`src/rtl/lstm_pkg.sv`:
```
// Shared Q-format constants and state encoding for the LSTM datapath blocks.
package lstm_pkg;

   localparam int Q_DATA_WIDTH = 16;
   localparam int Q_FRAC_SHIFT = 12;

   typedef enum logic [1:0] {
      IDLE,
      COLLECT,
      DONE
   } collect_state_t;

endpackage

```
`src/rtl/q824_to_q412_sat.sv`:
```
// Combinational bias add, round-half-up and saturation from Q8.24 to Q4.12.
module q824_to_q412_sat
   import lstm_pkg::*;
#(
   parameter int DATA_WIDTH = Q_DATA_WIDTH,
   parameter int FRAC_SHIFT = Q_FRAC_SHIFT
) (
   input  logic signed [2*DATA_WIDTH-1:0] result,
   input  logic signed [DATA_WIDTH-1:0]   bias,
   output logic signed [DATA_WIDTH-1:0]   value,
   output logic                           saturated
);

   // Two guard bits: one for the bias add, one for the rounding constant.
   localparam int SW = 2*DATA_WIDTH + 2;
   localparam logic signed [SW-1:0] MAX_V = SW'((2 ** (DATA_WIDTH-1)) - 1);
   localparam logic signed [SW-1:0] MIN_V = ~MAX_V;

   logic signed [SW-1:0] sum;
   logic signed [SW-1:0] rounded;
   logic signed [SW-1:0] shifted;

   // NOTE: every output gets a default first so no path through this block can infer a latch.
   always_comb begin
      value     = '0;
      saturated = 1'b0;
      sum       = SW'(result) + (SW'(bias) <<< FRAC_SHIFT);
      rounded   = sum + (SW'(1) <<< (FRAC_SHIFT-1));
      shifted   = rounded >>> FRAC_SHIFT;
      if (shifted > MAX_V) begin
         value     = {1'b0, {(DATA_WIDTH-1){1'b1}}};
         saturated = 1'b1;
      end else if (shifted < MIN_V) begin
         value     = {1'b1, {(DATA_WIDTH-1){1'b0}}};
         saturated = 1'b1;
      end else begin
         value = shifted[DATA_WIDTH-1:0];
      end
   end

endmodule

```
`src/rtl/matvec_result_collector.sv`:
```
// Collects per-row Q8.24 dot products, adds bias, converts to Q4.12 and buffers them for readback.
module matvec_result_collector
   import lstm_pkg::*;
#(
   parameter int MAX_ROWS   = 4,
   parameter int DATA_WIDTH = Q_DATA_WIDTH,
   parameter int FRAC_SHIFT = Q_FRAC_SHIFT
) (
   input  logic                              clk,
   input  logic                              rst_n,
   input  logic                              start,
   input  logic [$clog2(MAX_ROWS):0]         num_rows,
   input  logic                              bias_write_enable,
   input  logic [$clog2(MAX_ROWS)-1:0]       bias_addr,
   input  logic signed [DATA_WIDTH-1:0]      bias_in,
   input  logic signed [2*DATA_WIDTH-1:0]    result_in,
   input  logic                              result_valid,
   input  logic [$clog2(MAX_ROWS)-1:0]       rd_addr,
   output logic signed [DATA_WIDTH-1:0]      rd_data,
   output logic                              busy,
   output logic                              done,
   output logic                              overflow
);

   localparam int AW = $clog2(MAX_ROWS);
   localparam int CW = AW + 1;
   localparam logic [CW-1:0] MAX_COUNT = CW'(MAX_ROWS);

   collect_state_t              state;
   logic [AW-1:0]               row_idx;
   logic [CW-1:0]               row_count;
   logic [CW-1:0]               clamped_rows;
   logic                        last_row;
   logic                        store;
   logic                        clipped;
   logic signed [DATA_WIDTH-1:0] processed;
   logic signed [DATA_WIDTH-1:0] bias_mem [MAX_ROWS];
   logic signed [DATA_WIDTH-1:0] out_buf  [MAX_ROWS];

   assign clamped_rows = (num_rows > MAX_COUNT) ? MAX_COUNT : num_rows;
   assign last_row     = ({1'b0, row_idx} == row_count - 1'b1);
   assign store        = (state == COLLECT) && result_valid && !start;
   assign rd_data      = out_buf[rd_addr];

   // The bias is read before the edge, so a same-cycle bias write only affects later rows.
   q824_to_q412_sat #(
      .DATA_WIDTH (DATA_WIDTH),
      .FRAC_SHIFT (FRAC_SHIFT)
   ) u_sat (
      .result    (result_in),
      .bias      (bias_mem[row_idx]),
      .value     (processed),
      .saturated (clipped)
   );

   // NOTE: sequential state uses non-blocking assignments so every register samples pre-edge values.
   always_ff @(posedge clk or negedge rst_n) begin
      if (!rst_n) begin
         state     <= IDLE;
         row_idx   <= '0;
         row_count <= '0;
         busy      <= 1'b0;
         done      <= 1'b0;
         overflow  <= 1'b0;
      end else if (start) begin
         row_count <= clamped_rows;
         row_idx   <= '0;
         overflow  <= 1'b0;
         done      <= 1'b0;
         if (clamped_rows == '0) begin
            state <= DONE;
            busy  <= 1'b0;
         end else begin
            state <= COLLECT;
            busy  <= 1'b1;
         end
      end else begin
         case (state)
            COLLECT: begin
               if (result_valid) begin
                  if (clipped) overflow <= 1'b1;
                  row_idx <= row_idx + 1'b1;
                  if (last_row) begin
                     state <= DONE;
                     busy  <= 1'b0;
                     done  <= 1'b1;
                  end
               end
            end
            // An empty collection arrives here with done low and raises it one cycle later.
            DONE: begin
               if (done) begin
                  state <= IDLE;
                  done  <= 1'b0;
               end else begin
                  done <= 1'b1;
               end
            end
            default: begin
               state <= IDLE;
               done  <= 1'b0;
            end
         endcase
      end
   end

   // NOTE: both buffers are reset explicitly because rows never written since reset must read back 0.
   always_ff @(posedge clk or negedge rst_n) begin
      if (!rst_n) begin
         for (int i = 0; i < MAX_ROWS; i++) begin
            bias_mem[i] <= '0;
            out_buf[i]  <= '0;
         end
      end else begin
         if (bias_write_enable) bias_mem[bias_addr] <= bias_in;
         if (store) out_buf[row_idx] <= processed;
      end
   end

endmodule

```
`config.mk`:
```
export PLATFORM = sky130hd
export DESIGN_NAME = matvec_result_collector
export DESIGN_NICKNAME = d
export VERILOG_FILES = /design/src/rtl/lstm_pkg.sv /design/src/rtl/q824_to_q412_sat.sv /design/src/rtl/matvec_result_collector.sv
export SDC_FILE = /design/constraint.sdc
export NUM_CORES = 1
export LEC_CHECK = 0
export ABC_AREA = 1
export BUFFER_PORTS_ARGS = -buffer_cell sky130_fd_sc_hd__buf_2
export CAP_MARGIN = 20
export CORE_UTILIZATION = 65
export CTS_BUF_LIST = sky130_fd_sc_hd__clkbuf_2 sky130_fd_sc_hd__clkbuf_4 sky130_fd_sc_hd__clkbuf_8
export DETAILED_ROUTE_END_ITERATION = 6
export GPL_TIMING_DRIVEN = 0
export PLACE_DENSITY = 0.91
export SYNTH_ARGS = -nofsm -noshare
export SYNTH_HDL_FRONTEND = slang
export SYNTH_SLANG_ARGS = --single-unit
```
`constraint.sdc`:
```
create_clock -name clk -period 5.4 [get_ports clk]
set_clock_uncertainty 0.15 [all_clocks]
set_input_delay 1.62 -clock clk [delete_from_list [all_inputs] [get_ports clk]]
set_output_delay 1.62 -clock clk [all_outputs]
set_load 0.01 [all_outputs]
```
==> run summary <==
The net count after synthesis is 1165. The largest total area in the synthesized netlist belongs to sky130_fd_sc_hd__dfrtp_1. The logic gate share of total power is 37.1%.

In the synthesized netlist, the cells that appear most often are 402 x sky130_fd_sc_hd__nand2_1, 139 x sky130_fd_sc_hd__o21ai_0, 138 x sky130_fd_sc_hd__dfrtp_1. Fill cells in the final layout number 880. Data on the critical path is required at its endpoint by 3630 ps. The post-route DRC violation count came out at 0. The via count is 7554. The area share of xor/xnor cells in the synthesized design is 1.880%. The clock root buffer is sky130_fd_sc_hd__clkbuf_8. For this run, the total global-route usage over all layers was measured as 34.39%. The mean cell area of the mapped netlist came out at 7.354 sq um. The number of levels in the clock H-tree is 4.

In the finished design, the share of the clock period the worst path needs comes to 85.01%. After the last flow step, the layout net total stands at 1251. The die is 112.4 um tall.

The global-route wire length before repair came out at 33440 um. The arrival time at the worst endpoint is 2820 ps. The number of global-route vias before repair came to 7177. The mapped cell area is 7920 sq um. After synthesis, the share of flip-flops with an asynchronous set or reset is 100.0%.

The sequential share of power is 36.6%. Buffers placed on the I/O ports in this run total 66. The dominant combinational cell family by area after synthesis is simple AND/OR/NAND/NOR gates. The fraction of the mapped netlist area in simple logic gates is 29.91%. TritonCTS built the clock tree. The category of the critical setup timing path is in -> out. The measured slew at the worst slew-check pin is 637.8 ps. The count of clock tree sinks is 138.

The layout-stage area growth over the synthesis result is 12.76%. The worst min-delay path class is reg -> reg. STA classifies the critical path endpoint as an output port. The remaining max-slew budget at the tightest pin is 57.48%. Yosys attributes the largest share of cell area to sky130_fd_sc_hd__dfrtp_1 44%, sky130_fd_sc_hd__nand2_1 19%, sky130_fd_sc_hd__o21ai_0 8.8%. The HPWL after detailed placement came out at 14930 um.

The antenna diode count is 0. The sum of overflow across all layers after global routing came out at 0. In this run the biggest area consumer among cell types represents 43.60% of the synthesized area. In this design, the critical path's most frequently occurring cell is sky130_fd_sc_hd__buf_2.

The wire length after detailed routing is 20400 um. The final count of hold timing violations came to 0. The max-cap violation count came out at 0. Clock-pin slew was measured on the worst setup and hold paths at 70 ps. In this run the deepest clock path goes through 2 buffers.

The initial core utilization came out at 67.91%. The analysis attributes to net switching a power of 1.414 mW. The Yosys warning count came out at 0. Dividing the detail-routed wire length by the instance count gives 15.48 um. The net switching fraction of the power came out at 37.84%. The count of boundary I/O pins came out at 79. The synthesized-area fraction occupied by adder cells is 4.518%. The congestion estimate from routability-driven global placement came to 0.9054. The count of mapped cells out of synthesis is 1077. The largest net degree at the start of global routing came out at 97. The number of hold-repair buffers added at the cts stage is 0.

The slowest stage of the critical path belongs to the cell sky130_fd_sc_hd__clkbuf_1. Counting both buffers and inverters, the worst setup path holds a total of 4. The max-slew violation count is 0. The number of setup buffers added after CTS is 0. The kind of cell with the highest combined delay along the critical path is buffers and inverters.

Along the worst path, the maximum fanout reaches 10. The number of distinct library cell variants in the gate-level netlist after synthesis came out at 33. The core utilization of the finished layout is 76.58%. The flow ran to the end, and the final reports show no timing, DRC or antenna violations. Setup repair after global routing left no endpoint under its margin. Among all cell types in the netlist, the one instantiated most often is sky130_fd_sc_hd__nand2_1. Internal power comes to 2.322 mW.

The area of the die came out at 12630 sq um. The maximum clock rate is 217.8 MHz. Once detail routing completed, the nets flagged for antenna violations numbered 0.

The later pin in the worst-skew pair is clocked with a latency of 480 ps. After detailed routing, the number of vias per cell comes to 5.731. The placeable core region is 11660 sq um. The power per standard cell area came out at 418.4 nW/um^2. The cell row count is 39. The multiplexer share of the synthesized area came out at 0%. The dominant synthesized flop cell is sky130_fd_sc_hd__dfrtp_1.

Of the total power, the clock network draws 26.3%. The count of TritonRoute iterations in the first routing pass is 6. The total negative setup slack came out at 0 ps. Counting flops with a built-in enable in the synthesized netlist gives 0. In this run, synthesis produced a sequential element count of 138.

The overall die width came out at 112.4 um. The final critical path time including I/O delays and setup came out at 4591 ps. The count of instances resized after the clock tree is built came out at 0. The area fraction in compound gates after synthesis came out at 12.86%.

The setup-violating endpoint count in the final report is 0. The peak supply drop is 256.7 uV. Sequential cells were found to cover 43.60% of the synthesized design area. The standby leakage power is 4.838 nW. The number of clock buffers added by TritonCTS is 17. The number of design-rule violations left by the first detailed-router iteration is 827. On the worst path, the slowest cell contributes a delay of 460 ps. The number of antenna violations at the first check in global routing came out at 0.

Cells with a size suffix above 1 make up 12.51% of the layout. The signal on the critical path passes through buf_2, inv_1, clkbuf_1, nor2_1, o22ai_1, buf_2. The worst setup path is launched from an input pin.
[final timing paths]
| check | from | to | depth (start not counted) | slack (ps) |
|---|---|---|---|---|
| max in group asynchronous | rst_n | bias_mem[54]$_DFFE_PN0P_ | 2 | 3390 |
| worst min-delay path | out_buf[20]$_DFFE_PN0P_ | out_buf[20]$_DFFE_PN0P_ | 2 | 330 |
| worst max register to register | row_idx[1]$_DFFE_PN0P_ | out_buf[6]$_DFFE_PN0P_ | 21 | 1060 |
| min in group asynchronous | rst_n | out_buf[15]$_DFFE_PN0P_ | 1 | 900 |
| worst max-delay path | rd_addr[0] | rd_data[10] | 6 | 810 |
| worst min register to register | out_buf[20]$_DFFE_PN0P_ | out_buf[20]$_DFFE_PN0P_ | 2 | 330 |
[cells by family after synthesis]
logic type / Yosys count
AO/OA/AOI/OAI: 192
XOR/XNOR: 17
adder cells (fa/ha/maj): 28
buffers and inverters: 135
flip-flops: 138
AND/OR/NAND/NOR: 567
[layer usage]
metal	wire length, um	vias up	share of wire (%)	global-route usage, %
met4	676	0	3.3	17.60
li1	-	3603	-	-
met2	10140	374	50	59.09
met3	1577	66	7.7	6.641
met5	0	-	0	0
met1	8006	3511	39	41.43
[tightest hold or removal path: stages, from the launching register on]
cell	delay, ps
sky130_fd_sc_hd__dfrtp_1	340
sky130_fd_sc_hd__nand2_1	60
sky130_fd_sc_hd__nand2_1	50
[stage by stage]
step | worst slack [ps] | instances | hold WS, ps | instance area [sq um] | total power, mW
floorplan | 1342 | 1077 | 293.6 | 7920 | 2.373
global placement | 686.2 | 1286 | 307.2 | 8429 | 2.688
detailed placement | 857.2 | 1287 | 310.3 | 8463 | 2.740
CTS | 834.4 | 1318 | 329.2 | 8931 | 3.723
global route | 715.4 | 1318 | 351.1 | 8931 | 3.957
finish | 809.2 | 1318 | 329.1 | 8931 | 3.736
[cell type report]
class / count / area [sq um] / area share (%)
multi-input cells: 804 / 3894 / 43.60
flip-flops and latches: 138 / 3453 / 38.67
repair buffers: 67 / 364.1 / 4.077
inverters: 93 / 349.1 / 3.909
clock buffers: 20 / 275.3 / 3.082
plain buffers: 42 / 224.0 / 2.508
clock inverters: 11 / 192.7 / 2.157
well taps: 143 / 178.9 / 2.003
[cell usage in the layout, fill, tap and decap left out, types with 14 or more instances in the layout]
master	instances
sky130_fd_sc_hd__a21oi_1	14
sky130_fd_sc_hd__buf_2	65
sky130_fd_sc_hd__clkbuf_1	34
sky130_fd_sc_hd__clkbuf_8	20
sky130_fd_sc_hd__dfrtp_1	138
sky130_fd_sc_hd__ha_1	27
sky130_fd_sc_hd__inv_1	89
sky130_fd_sc_hd__nand2_1	402
sky130_fd_sc_hd__nand2_2	15
sky130_fd_sc_hd__nand3_1	22
sky130_fd_sc_hd__nor2_1	91
sky130_fd_sc_hd__o21ai_0	139
sky130_fd_sc_hd__o22ai_1	32
[registers in the layout, summed over array words and instances (netlist names)]
signal and count:
bias_mem 64, row_count 3, overflow 1, state 2
busy 1, row_idx 2, done 1, out_buf 64
[power by group through the flow]
stage / sequential [mW] / combinational (mW) / clock (mW)
after floorplan: 1.35 / 1.02 / 0
after global placement: 1.37 / 1.32 / 0
after detailed placement: 1.38 / 1.36 / 0
after CTS: 1.36 / 1.37 / 0.988
after global routing: 1.39 / 1.54 / 1.03
final: 1.37 / 1.39 / 0.982
Note: power is estimated with default switching activity, not from simulation.
